==> config.mk <==
export PLATFORM = sky130hd
export DESIGN_NAME = handshake_arbiter
export DESIGN_NICKNAME = d
export VERILOG_FILES = /design/src/rtl/handshake_arbiter.sv
export SDC_FILE = /design/constraint.sdc
export NUM_CORES = 1
export LEC_CHECK = 0
export ABC_AREA = 1
export BUFFER_PORTS_ARGS = -buffer_cell sky130_fd_sc_hd__buf_2
export CORE_MARGIN = 2
export CORE_UTILIZATION = 40
export CTS_CLUSTER_DIAMETER = 50
export CTS_CLUSTER_SIZE = 8
export DETAILED_ROUTE_END_ITERATION = 7
export GPL_TIMING_DRIVEN = 0
export PLACE_DENSITY = 0.71
export SETUP_SLACK_MARGIN = 0.4
export SLEW_MARGIN = 20
export SYNTH_ARGS = -nofsm -noshare
export SYNTH_HDL_FRONTEND = slang
export SYNTH_SLANG_ARGS = --single-unit
==> constraint.sdc <==
create_clock -name clk -period 3.7 [get_ports clk]
set_clock_uncertainty 0.15 [all_clocks]
set_input_delay 0.74 -clock clk [delete_from_list [all_inputs] [get_ports clk]]
set_output_delay 0.74 -clock clk [all_outputs]
set_load 0.01 [all_outputs]
==> src/rtl/handshake_arbiter.sv <==
// Round-robin arbiter that forwards one requester payload at a time over a four-phase
// req/ack handshake to a foreign clock domain. Optional watchdog: define HS_TIMEOUT_EN.
module handshake_arbiter #(
    parameter int N           = 4,
    parameter int DW          = 8,
    parameter int SYNC_STAGES = 2,
    parameter int TIMEOUT     = 255
) (
    input  logic          clk,
    input  logic          reset,
    input  logic [N-1:0]  req,
    input  logic [N*DW-1:0] data,
    output logic [N-1:0]  grant,
    output logic          busy,
    output logic          xreq,
    output logic [DW-1:0] xdata,
    input  logic          xack,
    output logic          err
);

    localparam int PW = $clog2(N);

    typedef enum logic [1:0] {IDLE, REQ, RELEASE, DONE} state_t;

    state_t                 state;
    logic [PW-1:0]          ptr;
    logic [PW-1:0]          sel;
    logic [PW-1:0]          win;
    logic [SYNC_STAGES-1:0] sync_q;
    logic                   ack_s;
    logic [DW-1:0]          pay [N];

`ifdef HS_TIMEOUT_EN
    localparam int CW = $clog2(TIMEOUT + 1);
    logic [CW-1:0] cnt;
    logic          abort;
    logic          tmo;
    assign tmo = (cnt == CW'(TIMEOUT - 1));
`endif

    function automatic logic [N-1:0] onehot(input logic [PW-1:0] idx);
        return N'(1) << idx;
    endfunction

    function automatic logic [PW-1:0] next_idx(input logic [PW-1:0] idx);
        return (idx == PW'(N - 1)) ? '0 : idx + 1'b1;
    endfunction

    for (genvar g = 0; g < N; g++) begin : g_pay
        assign pay[g] = data[g*DW +: DW];
    end

    // Winner search starts at ptr and wraps, so the last granted requester goes to the back.
    always_comb begin
        logic [PW:0] s;
        logic        found;
        win   = '0;
        found = 1'b0;
        s     = '0;
        for (int k = 0; k < N; k++) begin
            s = {1'b0, ptr} + (PW+1)'(k);
            if (s >= (PW+1)'(N)) s = s - (PW+1)'(N);
            if (!found && req[s[PW-1:0]]) begin
                found = 1'b1;
                win   = s[PW-1:0];
            end
        end
    end

    always_ff @(posedge clk) begin
        if (reset) sync_q <= '0;
        else       sync_q <= {sync_q[SYNC_STAGES-2:0], xack};
    end
    assign ack_s = sync_q[SYNC_STAGES-1];

    assign busy = (state != IDLE);

    always_ff @(posedge clk) begin
        if (reset) begin
            state <= IDLE;
            ptr   <= '0;
            sel   <= '0;
            xreq  <= 1'b0;
            xdata <= '0;
            grant <= '0;
`ifdef HS_TIMEOUT_EN
            cnt   <= '0;
            abort <= 1'b0;
            err   <= 1'b0;
`endif
        end else begin
            grant <= '0;
`ifdef HS_TIMEOUT_EN
            cnt <= (state == REQ || state == RELEASE) ? cnt + 1'b1 : '0;
`endif
            case (state)
                IDLE: begin
                    if (|req) begin
                        sel   <= win;
                        xdata <= pay[win];
                        xreq  <= 1'b1;
                        state <= REQ;
                    end
                end
                REQ: begin
                    if (ack_s) begin
                        xreq  <= 1'b0;
                        state <= RELEASE;
`ifdef HS_TIMEOUT_EN
                        cnt   <= '0;
                    end else if (tmo) begin
                        xreq  <= 1'b0;
                        err   <= 1'b1;
                        abort <= 1'b1;
                        state <= RELEASE;
                        cnt   <= '0;
`endif
                    end
                end
                RELEASE: begin
                    if (!ack_s) begin
`ifdef HS_TIMEOUT_EN
                        cnt <= '0;
                        if (abort) begin
                            abort <= 1'b0;
                            ptr   <= next_idx(sel);
                            state <= IDLE;
                        end else begin
                            grant <= onehot(sel);
                            state <= DONE;
                        end
                    end else if (tmo) begin
                        err   <= 1'b1;
                        abort <= 1'b0;
                        ptr   <= next_idx(sel);
                        state <= IDLE;
                        cnt   <= '0;
`else
                        grant <= onehot(sel);
                        state <= DONE;
`endif
                    end
                end
                DONE: begin
                    ptr   <= next_idx(sel);
                    state <= IDLE;
                end
                default: state <= IDLE;
            endcase
        end
    end

`ifndef HS_TIMEOUT_EN
    // Without the watchdog there is no error source; TIMEOUT is referenced only to keep it bound.
    assign err = 1'b0 & (TIMEOUT > 0);
`endif

endmodule

==> results.md, run 1 <==
- Status: complete, no violations
- Cell breakdown of the critical path: buf_2 > nor4_1 > nor2_1 > inv_1 > nor2_1 > nand3_1 > nand3_1 > nand2_1 > inv_1
- Sequential cell area: 420 um^2
- Worst slew margin: 60.9%
- Avg Cell Area, Syn: 6.12 um^2
- Cell Area, Synth: 0.00152 mm^2
- Global-route wire length before repair: 5150 um
- H-Tree Depth: 1
- IO Port Bufs: 52
- Io pins: 54
- R2R cell count: 15
- Routed Antenna Nets: 0
- Seq/Total Area, Yosys: 27.6%
- Rows: 22
- GRT Total Usage: 14.9%
- Post-Syn Nets: 294
- # diodes: 0
- CTS Root Cell: clkbuf_8
- Pin count of the biggest net entering global routing: 12
- Commonest non-fill, non-tap cell in the layout: inv_1
- Drt drc: 0
- Die Height: 65.7 um
- P per Cell Area: 624 mW/mm^2
- Post-CTS setup buffers: 0
- Number of global-route vias before repair: 1,237
- Cell Count, Final, Fillers Out: 353
- Dpl cells: 349
- CP endpoint kind: register
- Yosys top cell area share: 27.6%
- Vias per inst: 4.54
- Clock buffer depth: 2
- Worst-path maximum fanout: 6
- P_leak: 1.17 nW
- Final Hold Viols: 0
- Reg clk slew, reported paths: 80 ps
- Starting density of the core: 41.6%
- Max stage delay on crit path: 540 ps
- Chip Width: 65.7 um
- Max VDD drop: 0.323 mV
- Synthesis-to-finish area growth: 24.0%
- Worst path arrival time: 2150 ps
- Total Power: 1.18 mW
- Placed Area: 0.00184 mm^2
- HPWL Detailed: 2760 um
- Post-route cell area: 0.00189 mm^2
- Synth top area cells: dfxtp_1, inv_1, nand3_1
- Nets: 351
- Post-Syn Instances: 249
- Clock latency at the later pin of the worst-skew pair: 260 ps
- Most frequent cells in the layout: inv_1, nand2_1, buf_2
- PostCTS Resize Cnt: 0
- Multi-input logic area: 802 um^2
- CP startpoint kind: input pin
- RePlAce Congestion: 0.820
- Total CTS buffers: 3
- Core ar.: 0.00366 mm^2
- Initial antenna violation count: 0
- CTS tree: built
- Tightest Pin Transition: 581 ps
- Cell variety after synth: 28
- Avg WL per Cell: 9.66 um
- Syn. warnings: 0
- Critical path type: in -> reg
- Layout cells sized above 1: 25.9%
- CTS Hold Buffers Added: 0
- GRT overflow: 0
- Routed WL: 3410 um
- Min cycle time layout: 2130 ps
- Depth of the worst hold-timing path: 2
- RSZ-0062 raised after global routing: no
- Via count: 1,604
- Initial DRC Count: 92
- Layout fillers: 401
- Fin. max-slew vios: 0
- Final TNS setup: 0 ps
- Hold slack: 265 ps
- Worst EP required: 3720 ps
- Hold Path Class: reg -> reg
- Fmax achieved: 470 MHz
- FF+latch count, synth: 21
- Pre-antenna DRT Iters: 4
- Max-cap violations: 0
- CP max stage cell: nor4_1
- DIE AREA: 0.00432 mm^2
- Clock Sinks: 21
- Final period utilization: 57.5%
- Leading area contributor after synthesis: dfxtp_1
- Final setup violation count: 0
## layer usage
metal	track usage [%]	up-vias	wire length, um
met2	24.0	33	1520
met5	0	-	0
met3	2.40	5	149
met4	5.21	0	42
met1	20.1	702	1690
li1	-	864	-
## where the power goes
group          internal (mW)  switching, mW  total [mW]
clock                 0.0768         0.0749       0.152
sequential             0.299         0.0482       0.347
combinational          0.260          0.419       0.680
## cell type report
| class | count | share of cell area (%) |
|---|---|---|
| multi-input combinational | 157 | 42.5 |
| sequential | 21 | 22.3 |
| timing repair buffer | 52 | 13.8 |
| inverter | 64 | 13.1 |
| tap | 48 | 3.18 |
| buffer | 7 | 2.85 |
| clock buffer | 4 | 2.38 |
## per-stage QoR
stage / setup slack (ps) / util (%)
6_report: 1570 / 51.6
3_5_place_dp: 1300 / 50.4
2_1_floorplan: 1650 / -
3_3_place_gp: 1290 / 50.4
5_1_grt: 1360 / 51.6
4_1_cts: 1570 / 51.6
## cell families (layout without fill, tap and decap cells)
group | after synthesis | count (layout) | synth area share (%)
AND/OR/NAND/NOR | 137 | 137 | 42.4
buffers and inverters | 71 | 127 | 19.8
flip-flops | 21 | 21 | 27.6
AO/OA/AOI/OAI | 13 | 13 | 5.09
adder cells (fa/ha/maj) | 6 | 6 | 4.93
other | 1 | 1 | 0.246
## synth_stat cells
cell type   n
nor2_1     22
a21oi_1     4
buf_6       2
buf_4       3
nor3_1      1
nand3_1    43
inv_1      60
o21ai_2     1
nand2_1    53
nand4_4     1
buf_2       1
nand4_1     3
clkbuf_1    1
inv_8       1
nand2_4     2
a211oi_1    1
o22ai_1     1
ha_1        6
nand3_2     1
inv_2       3
conb_1      1
o21ai_0     5
dfxtp_1    21
and2_2      1
o211a_1     1
nand3b_1    1
nor4_1      1
nand2_2     8
## sequential cells by signal, indices dropped and copies added, names as in the netlist
name / count
ptr: 2
sel: 2
grant: 4
xdata: 8
xreq: 1
sync_q: 2
state: 2
## worst paths after layout
check	start	slack (ps)	endpoint
max reg2reg	ptr[0]$_SDFFE_PP0N_	1770	xdata[5]$_SDFFE_PP0P_
min	sync_q[0]$_SDFF_PP0_	260	sync_q[1]$_SDFF_PP0_
max	req[2]	1570	xdata[0]$_SDFFE_PP0P_
min reg2reg	sync_q[0]$_SDFF_PP0_	260	sync_q[1]$_SDFF_PP0_
## worst max-delay path: cells and delay by family
family                 cells  cell delay, ps
buffers and inverters      3             330
and+or+nand+nor            6            1080
Note: power is estimated with default switching activity, not from simulation.
==> run 2, diff against run 1 <==
PLACE_DENSITY = 0.74   (was 0.71)
clock period = 1.8 ns   (was 3.7 ns; I/O delays follow)
==> run 2 against run 1 <==
Against the previous run: the run now ends with setup timing left; final area up 30%; clock power up 100%; wire length is 36% higher; sequential cell count is the same; combinational power rose to 3.4 times the previous value; setup slack lost 1800 ps; critical path type is now reg -> reg.
==> results.md, run 2 (synthesized netlist as in run 1, its figures left out) <==
- Cell breakdown of the critical path: buf_8 > clkinv_8 > nand2_4 > nand3_2 > nand2_1 > inv_2 > nand2_2 > nand2_2 > nand2_2 > nand2_4 > nand2_8 > buf_12 > nand2_1 > nand3_1 > nand3_2 > nand2_1 > inv_1 (was buf_2 > nor4_1 > nor2_1 > inv_1 > nor2_1 > nand3_1 > nand3_1 > nand2_1 > inv_1)
- Initial DRC Count: 130 (was 92)
- Clock latency at the later pin of the worst-skew pair: 260 ps (about the same)
- Critical R2R Launch: ptr[0]$_SDFFE_PP0N_ (unchanged)
- Pre-antenna DRT Iters: 4 (unchanged)
- Vias per inst: 4.90 (was 4.54)
- Avg WL per Cell: 12.3 um (was 9.66 um)
- Initial antenna violation count: 0 (unchanged)
- Io pins: 54 (unchanged)
- CTS tree: built (unchanged)
- Largest registers: xdata (8), grant (4) (unchanged)
- Critical path buffer and inverter count: 5 (was 3)
- Drt drc: 0 (unchanged)
- Status: complete, but fails checks (was complete, no violations)
- R2R cell count: 17 (was 15)
- Reg clk slew, reported paths: 80 ps (about the same)
- Layout cells sized above 1: 47.7% (was 25.9%)
- P per Cell Area: 1360 mW/mm^2 (was 624 mW/mm^2)
- Most frequent cells in the layout: inv_1, buf_2, nand2_1 (was inv_1, nand2_1, buf_2)
- Global-route wire length before repair: 6210 um (was 5150 um)
- Routed WL: 4620 um (was 3410 um)
- Cell Count, Final, Fillers Out: 375 (was 353)
- Max-cap violations: 0 (unchanged)
- Worst setup path endpoint: xdata[4]$_SDFFE_PP0P_ (was xdata[0]$_SDFFE_PP0P_)
- Routed Antenna Nets: 0 (unchanged)
- Final period utilization: 111%
- Critical path type: reg -> reg (was in -> reg)
- Total CTS buffers: 3 (unchanged)
- Starting density of the core: 41.6% (unchanged)
- Max reg flops: 8 (unchanged)
- CP max stage cell: dfxtp_4 (was nor4_1)
- CTS Root Cell: clkbuf_8 (unchanged)
- Hold Path Class: in -> reg (was reg -> reg)
- Worst path arrival time: 2010 ps (was 2150 ps)
- Number of global-route vias before repair: 1,520 (was 1,237)
- Die Height: 65.7 um (unchanged)
- Final setup violation count: 9 (was 0)
- Final Hold Viols: 0 (unchanged)
- # diodes: 0 (unchanged)
- RePlAce Congestion: 0.904 (was 0.820)
- Max VDD drop: 1.03 mV (was 0.323 mV)
- Worst-path maximum fanout: 7 (was 6)
- Fin. max-slew vios: 0 (unchanged)
- FF-to-FF setup slack: -190 ps (was 1770 ps)
- Via count: 1,838 (was 1,604)
- Crit Reg-Reg Endpoint: xdata[4]$_SDFFE_PP0P_ (was xdata[5]$_SDFFE_PP0P_)
- Dpl cells: 349 (unchanged)
- Failing checks: setup timing
- Rows: 22 (unchanged)
- Commonest non-fill, non-tap cell in the layout: inv_1 (unchanged)
- Path length in cells of the critical path: 17 (was 9)
- IO Port Bufs: 52 (unchanged)
- Min cycle time layout: 1990 ps
- Hold slack: 141 ps (was 265 ps)
- RSZ-0062 raised after global routing: yes (was no)
- Max stage delay on crit path: 370 ps (was 540 ps)
- Synthesis-to-finish area growth: 61.1% (was 24.0%)
- Core Util, Final: 67.1% (was 51.6%)
- Crit-path leading delay family: simple AND/OR/NAND/NOR gates (unchanged)
- Placed Area: 0.00188 mm^2 (was 0.00184 mm^2)
- GRT Total Usage: 18.2% (was 14.9%)
- Biggest register: xdata (unchanged)
- Post-route cell area: 0.00245 mm^2 (was 0.00189 mm^2)
- Chip Width: 65.7 um (unchanged)
- GRT overflow: 0 (unchanged)
- Clock Sinks: 21 (unchanged)
- Fmax achieved: 502 MHz
- P_leak: 1.40 nW (was 1.17 nW)
- H-Tree Depth: 1 (unchanged)
- CP endpoint kind: register (unchanged)
- HPWL Detailed: 2860 um (was 2760 um)
- Worst EP required: 1820 ps (was 3720 ps)
- Pin count of the biggest net entering global routing: 12 (unchanged)
- Crit path from: ptr[0]$_SDFFE_PP0N_ (was req[2])
- DIE AREA: 0.00432 mm^2 (unchanged)
- Core ar.: 0.00366 mm^2 (unchanged)
- Clock buffer depth: 2 (unchanged)
- CP startpoint kind: register (was input pin)
- Nets: 373 (was 351)
- Final WS setup: -193 ps (was 1570 ps)
==> run 2: cell types whose count changed in the layout (fill, tap and decap cells not counted), sizes merged <==
cell | before | now
clkbuf | 5 | 6
inv | 64 | 63
buf | 58 | 79
clkinv | 0 | 1
==> run 2: report_power, final <==
part           leakage (nW)  internal, mW  switching, mW  total (mW)
sequential            0.175         0.621          0.103       0.724
combinational          1.20          1.03           1.28        2.31
clock                0.0228         0.158          0.152       0.310
==> run 2: layer usage <==
| metal | global-route usage, % | part of all wire, % | vias to the layer above |
|---|---|---|---|
| met5 | 0 | 0 | - |
| li1 | - | - | 915 |
| met3 | 2.57 | 5.6 | 9 |
| met2 | 31.4 | 52 | 54 |
| met1 | 22.5 | 40 | 860 |
| met4 | 7.03 | 1.9 | 0 |
==> run 2: metrics by stage <==
stage	setup slack, ps	power, mW	TNS, ps
floorplan	84.6	1.79	0
global placement	-135	2.14	-1010
detailed placement	-153	2.18	-1150
CTS	-68.6	2.81	-419
global route	-288	3.59	-2210
finish	-193	3.34	-1300
==> run 2: timing repair <==
item                       4_1_cts  5_1_grt
gates resized for setup         28       58
setup endpoints to repair       14       14
cloned                           1        2
pin swaps                        2       26
hold buffers                     0        0
setup buffers                    7       12
==> run 2: tightest hold or removal path, delay by kind of cell <==
| kind | cells | cell delay (ps) |
|---|---|---|
| and+or+nand+nor | 1 | 60 |
| buffers and inverters | 2 | 100 |
==> run 2: worst min-delay path by stage <==
stage	to	cells after the start	from
after floorplan	sync_q[1]$_SDFF_PP0_	2	sync_q[0]$_SDFF_PP0_
after global placement	sync_q[1]$_SDFF_PP0_	2	sync_q[0]$_SDFF_PP0_
after detailed placement	sync_q[1]$_SDFF_PP0_	2	sync_q[0]$_SDFF_PP0_
after CTS	sync_q[0]$_SDFF_PP0_	3	xack
after global routing	sync_q[0]$_SDFF_PP0_	3	xack
final	sync_q[0]$_SDFF_PP0_	3	xack
==> run 2: final cells by class <==
class / count / area (um^2)
timing repair buffer: 74 / 489
tap: 48 / 60.1
fill: 303 / 1210
sequential: 21 / 428
multi-input combinational: 157 / 1100
clock buffer: 4 / 45.0
buffer: 7 / 71.3
inverter: 64 / 265
==> run 3, diff against run 2 <==
CORE_ASPECT_RATIO = 0.75   (was not set)
==> run 3 against run 2 <==
Against the previous run: the run still ends with setup timing left; largest cell class unchanged; first-iteration DRC count fell by 54%; register-to-register slack better by 90 ps; clock-buffer cell count fell by 1; sequential cell count stayed put; die area increased by 0.12%; hold slack better by 7.3 ps; global-route usage increased by 0.21 points; core utilization is 1.4 points lower; highest routed layer unchanged.
==> results.md, run 3 (synthesized netlist as in run 1, its figures left out) <==
- Status: complete, but fails checks (unchanged)
- Failing checks: setup timing (unchanged)
- Switching share of power: 45.7% (was 45.9%)
- CTS Root Cell: clkbuf_8 (unchanged)
- HPWL Detailed: 2810 um (was 2860 um)
- Via count: 1,723 (was 1,838)
- Core ar.: 0.00366 mm^2 (unchanged)
- Avg WL per Cell: 11.7 um (was 12.3 um)
- RSZ-0062 raised after global routing: yes (unchanged)
- Max stage delay on crit path: 370 ps (about the same)
- Largest registers: xdata (8), grant (4) (unchanged)
- Most frequent cells in the layout: inv_1, buf_2, nand2_1 (unchanged)
- R2R cell count: 17 (unchanged)
- Hold Path Class: in -> reg (unchanged)
- Clock buffer depth: 2 (unchanged)
- Io pins: 54 (unchanged)
- Routed WL: 4380 um (was 4620 um)
- Logic gate share of total power: 67.2% (was 69.1%)
- Fmax achieved: 525 MHz (was 502 MHz)
- Number of global-route vias before repair: 1,432 (was 1,520)
- Critical path type: reg -> reg (unchanged)
- FF-to-FF setup slack: -100 ps (was -190 ps)
- Placed Area: 0.00189 mm^2 (was 0.00188 mm^2)
- Global-route wire length before repair: 6240 um (was 6210 um)
- Fin. max-slew vios: 0 (unchanged)
- Nets: 368 (was 373)
- Final WS setup: -104 ps (was -193 ps)
- CP endpoint kind: register (unchanged)
- Pre-antenna DRT Iters: 4 (unchanged)
- Worst EP required: 1810 ps (was 1820 ps)
- Cell breakdown of the critical path: buf_8 > clkinv_8 > nand2_4 > nand2_4 > nand2_4 > nand2_4 > nand2_2 > nand2_2 > nand2_2 > nand2_4 > nand2_4 > buf_6 > nand2_1 > nand3_1 > nand3_1 > nand2_1 > inv_1 (was buf_8 > clkinv_8 > nand2_4 > nand3_2 > nand2_1 > inv_2 > nand2_2 > nand2_2 > nand2_2 > nand2_4 > nand2_8 > buf_12 > nand2_1 > nand3_1 > nand3_2 > nand2_1 > inv_1)
- Starting density of the core: 41.6% (unchanged)
- Final setup violation count: 8 (was 9)
- Synthesis-to-finish area growth: 57.7% (was 61.1%)
- Initial DRC Count: 60 (was 130)
- Pin count of the biggest net entering global routing: 13 (was 12)
- Worst setup path endpoint: xdata[1]$_SDFFE_PP0P_ (was xdata[4]$_SDFFE_PP0P_)
- Final Hold Viols: 0 (unchanged)
- P_leak: 1.36 nW (was 1.40 nW)
- Routed Antenna Nets: 0 (unchanged)
- CP startpoint kind: register (unchanged)
- Clock Sinks: 21 (unchanged)
- Crit Reg-Reg Endpoint: xdata[1]$_SDFFE_PP0P_ (was xdata[4]$_SDFFE_PP0P_)
- Worst-path maximum fanout: 6 (was 7)
- Initial antenna violation count: 0 (unchanged)
- P per Cell Area: 1340 mW/mm^2 (was 1360 mW/mm^2)
- Layout fillers: 330 (was 303)
- Sequential share of power: 23.1% (was 21.7%)
- Final TNS setup: -640 ps (was -1300 ps)
- Min cycle time layout: 1900 ps (was 1990 ps)
- CTS tree: built (unchanged)
- CP max stage cell: dfxtp_2 (was dfxtp_4)
- Post-route cell area: 0.00240 mm^2 (was 0.00245 mm^2)
- Chip Width: 75.3 um (was 65.7 um)
- Commonest non-fill, non-tap cell in the layout: inv_1 (unchanged)
- Clock latency at the later pin of the worst-skew pair: 260 ps (about the same)
- Critical R2R Launch: ptr[0]$_SDFFE_PP0N_ (unchanged)
- IO Port Bufs: 52 (unchanged)
- Vias per inst: 4.61 (was 4.90)
- Drt drc: 0 (unchanged)
- Psw: 1.47 mW (was 1.53 mW)
- Max VDD drop: 0.832 mV (was 1.03 mV)
- Biggest register: xdata (unchanged)
- RePlAce Congestion: 0.864 (was 0.904)
- DIE AREA: 0.00432 mm^2 (about the same)
- Pint: 1.75 mW (was 1.81 mW)
- GRT overflow: 0 (unchanged)
- Clock power frac: 9.6% (was 9.3%)
- Worst path arrival time: 1920 ps (was 2010 ps)
- GRT Total Usage: 18.4% (was 18.2%)
- Max-cap violations: 0 (unchanged)
- H-Tree Depth: 1 (unchanged)
- # diodes: 0 (unchanged)
- Rows: 19 (was 22)
- Die Height: 57.5 um (was 65.7 um)
- Reg clk slew, reported paths: 80 ps (about the same)
- Final period utilization: 106% (was 111%)
- Top cell by count, worst path: nand2_4
- Layout cells sized above 1: 46.0% (was 47.7%)
- Total CTS buffers: 3 (unchanged)
- Crit path from: ptr[0]$_SDFFE_PP0N_ (unchanged)
- Max reg flops: 8 (unchanged)
[run 3: metrics by stage]
stage               hold slack (ps)  instances  worst slack [ps]  power [mW]  utilization (%)
floorplan                       238        249              84.6        1.79                -
global placement                242        353              -142        2.14             51.5
detailed placement              255        353              -149        2.17             51.5
CTS                             152        368             -26.6        2.74             56.6
global route                    195        374              -237        3.47             65.7
finish                          148        374              -104        3.22             65.7
[run 3: how the worst min path moves through the flow]
| stage | start | end | slack (ps) | depth (start not counted) |
|---|---|---|---|---|
| finish | xack | sync_q[0]$_SDFF_PP0_ | 150 | 3 |
| CTS | xack | sync_q[0]$_SDFF_PP0_ | 150 | 3 |
| global route | xack | sync_q[0]$_SDFF_PP0_ | 190 | 3 |
| detailed placement | sync_q[0]$_SDFF_PP0_ | sync_q[1]$_SDFF_PP0_ | 250 | 2 |
| global placement | sync_q[0]$_SDFF_PP0_ | sync_q[1]$_SDFF_PP0_ | 240 | 2 |
| floorplan | sync_q[0]$_SDFF_PP0_ | sync_q[1]$_SDFF_PP0_ | 240 | 2 |
[run 3: layout make-up]
class	count	area [um^2]	share of cell area (%)
buffer	7	67.6	2.81
clock buffer	3	41.3	1.72
clock inverter	1	5.00	0.208
inverter	64	270	11.2
multi-input combinational	157	1090	45.2
sequential	21	428	17.8
tap	52	65.1	2.71
timing repair buffer	69	440	18.3
[run 3: layer usage]
| metal | up-vias | global-route usage (%) | share of wire [%] |
|---|---|---|---|
| met3 | 2 | 3.53 | 3.6 |
| met5 | - | 0 | 0 |
| met1 | 781 | 26.6 | 47 |
| met2 | 36 | 29.2 | 49 |
| li1 | 904 | - | - |
| met4 | 0 | 2.51 | 0.21 |
[run 3: what timing repair did]
item                       CTS  global route
setup endpoints to repair   14            14
hold buffers                 0             0
gates resized for setup     18            66
cloned                       1             1
pin swaps                    2            24
setup buffers               10             5
[run 3: power by group through the flow]
stage	registers, mW	clock network, mW	logic, mW
floorplan	0.752	0	1.04
global placement	0.718	0	1.42
detailed placement	0.718	0	1.45
CTS	0.714	0.318	1.71
global route	0.759	0.344	2.37
finish	0.744	0.310	2.16
[run 3: critical path, delay by kind of cell (launching register included)]
kind / cells / cell delay (ps)
buf+inv: 4 / 390
simple gates: 13 / 890
flops: 1 / 370
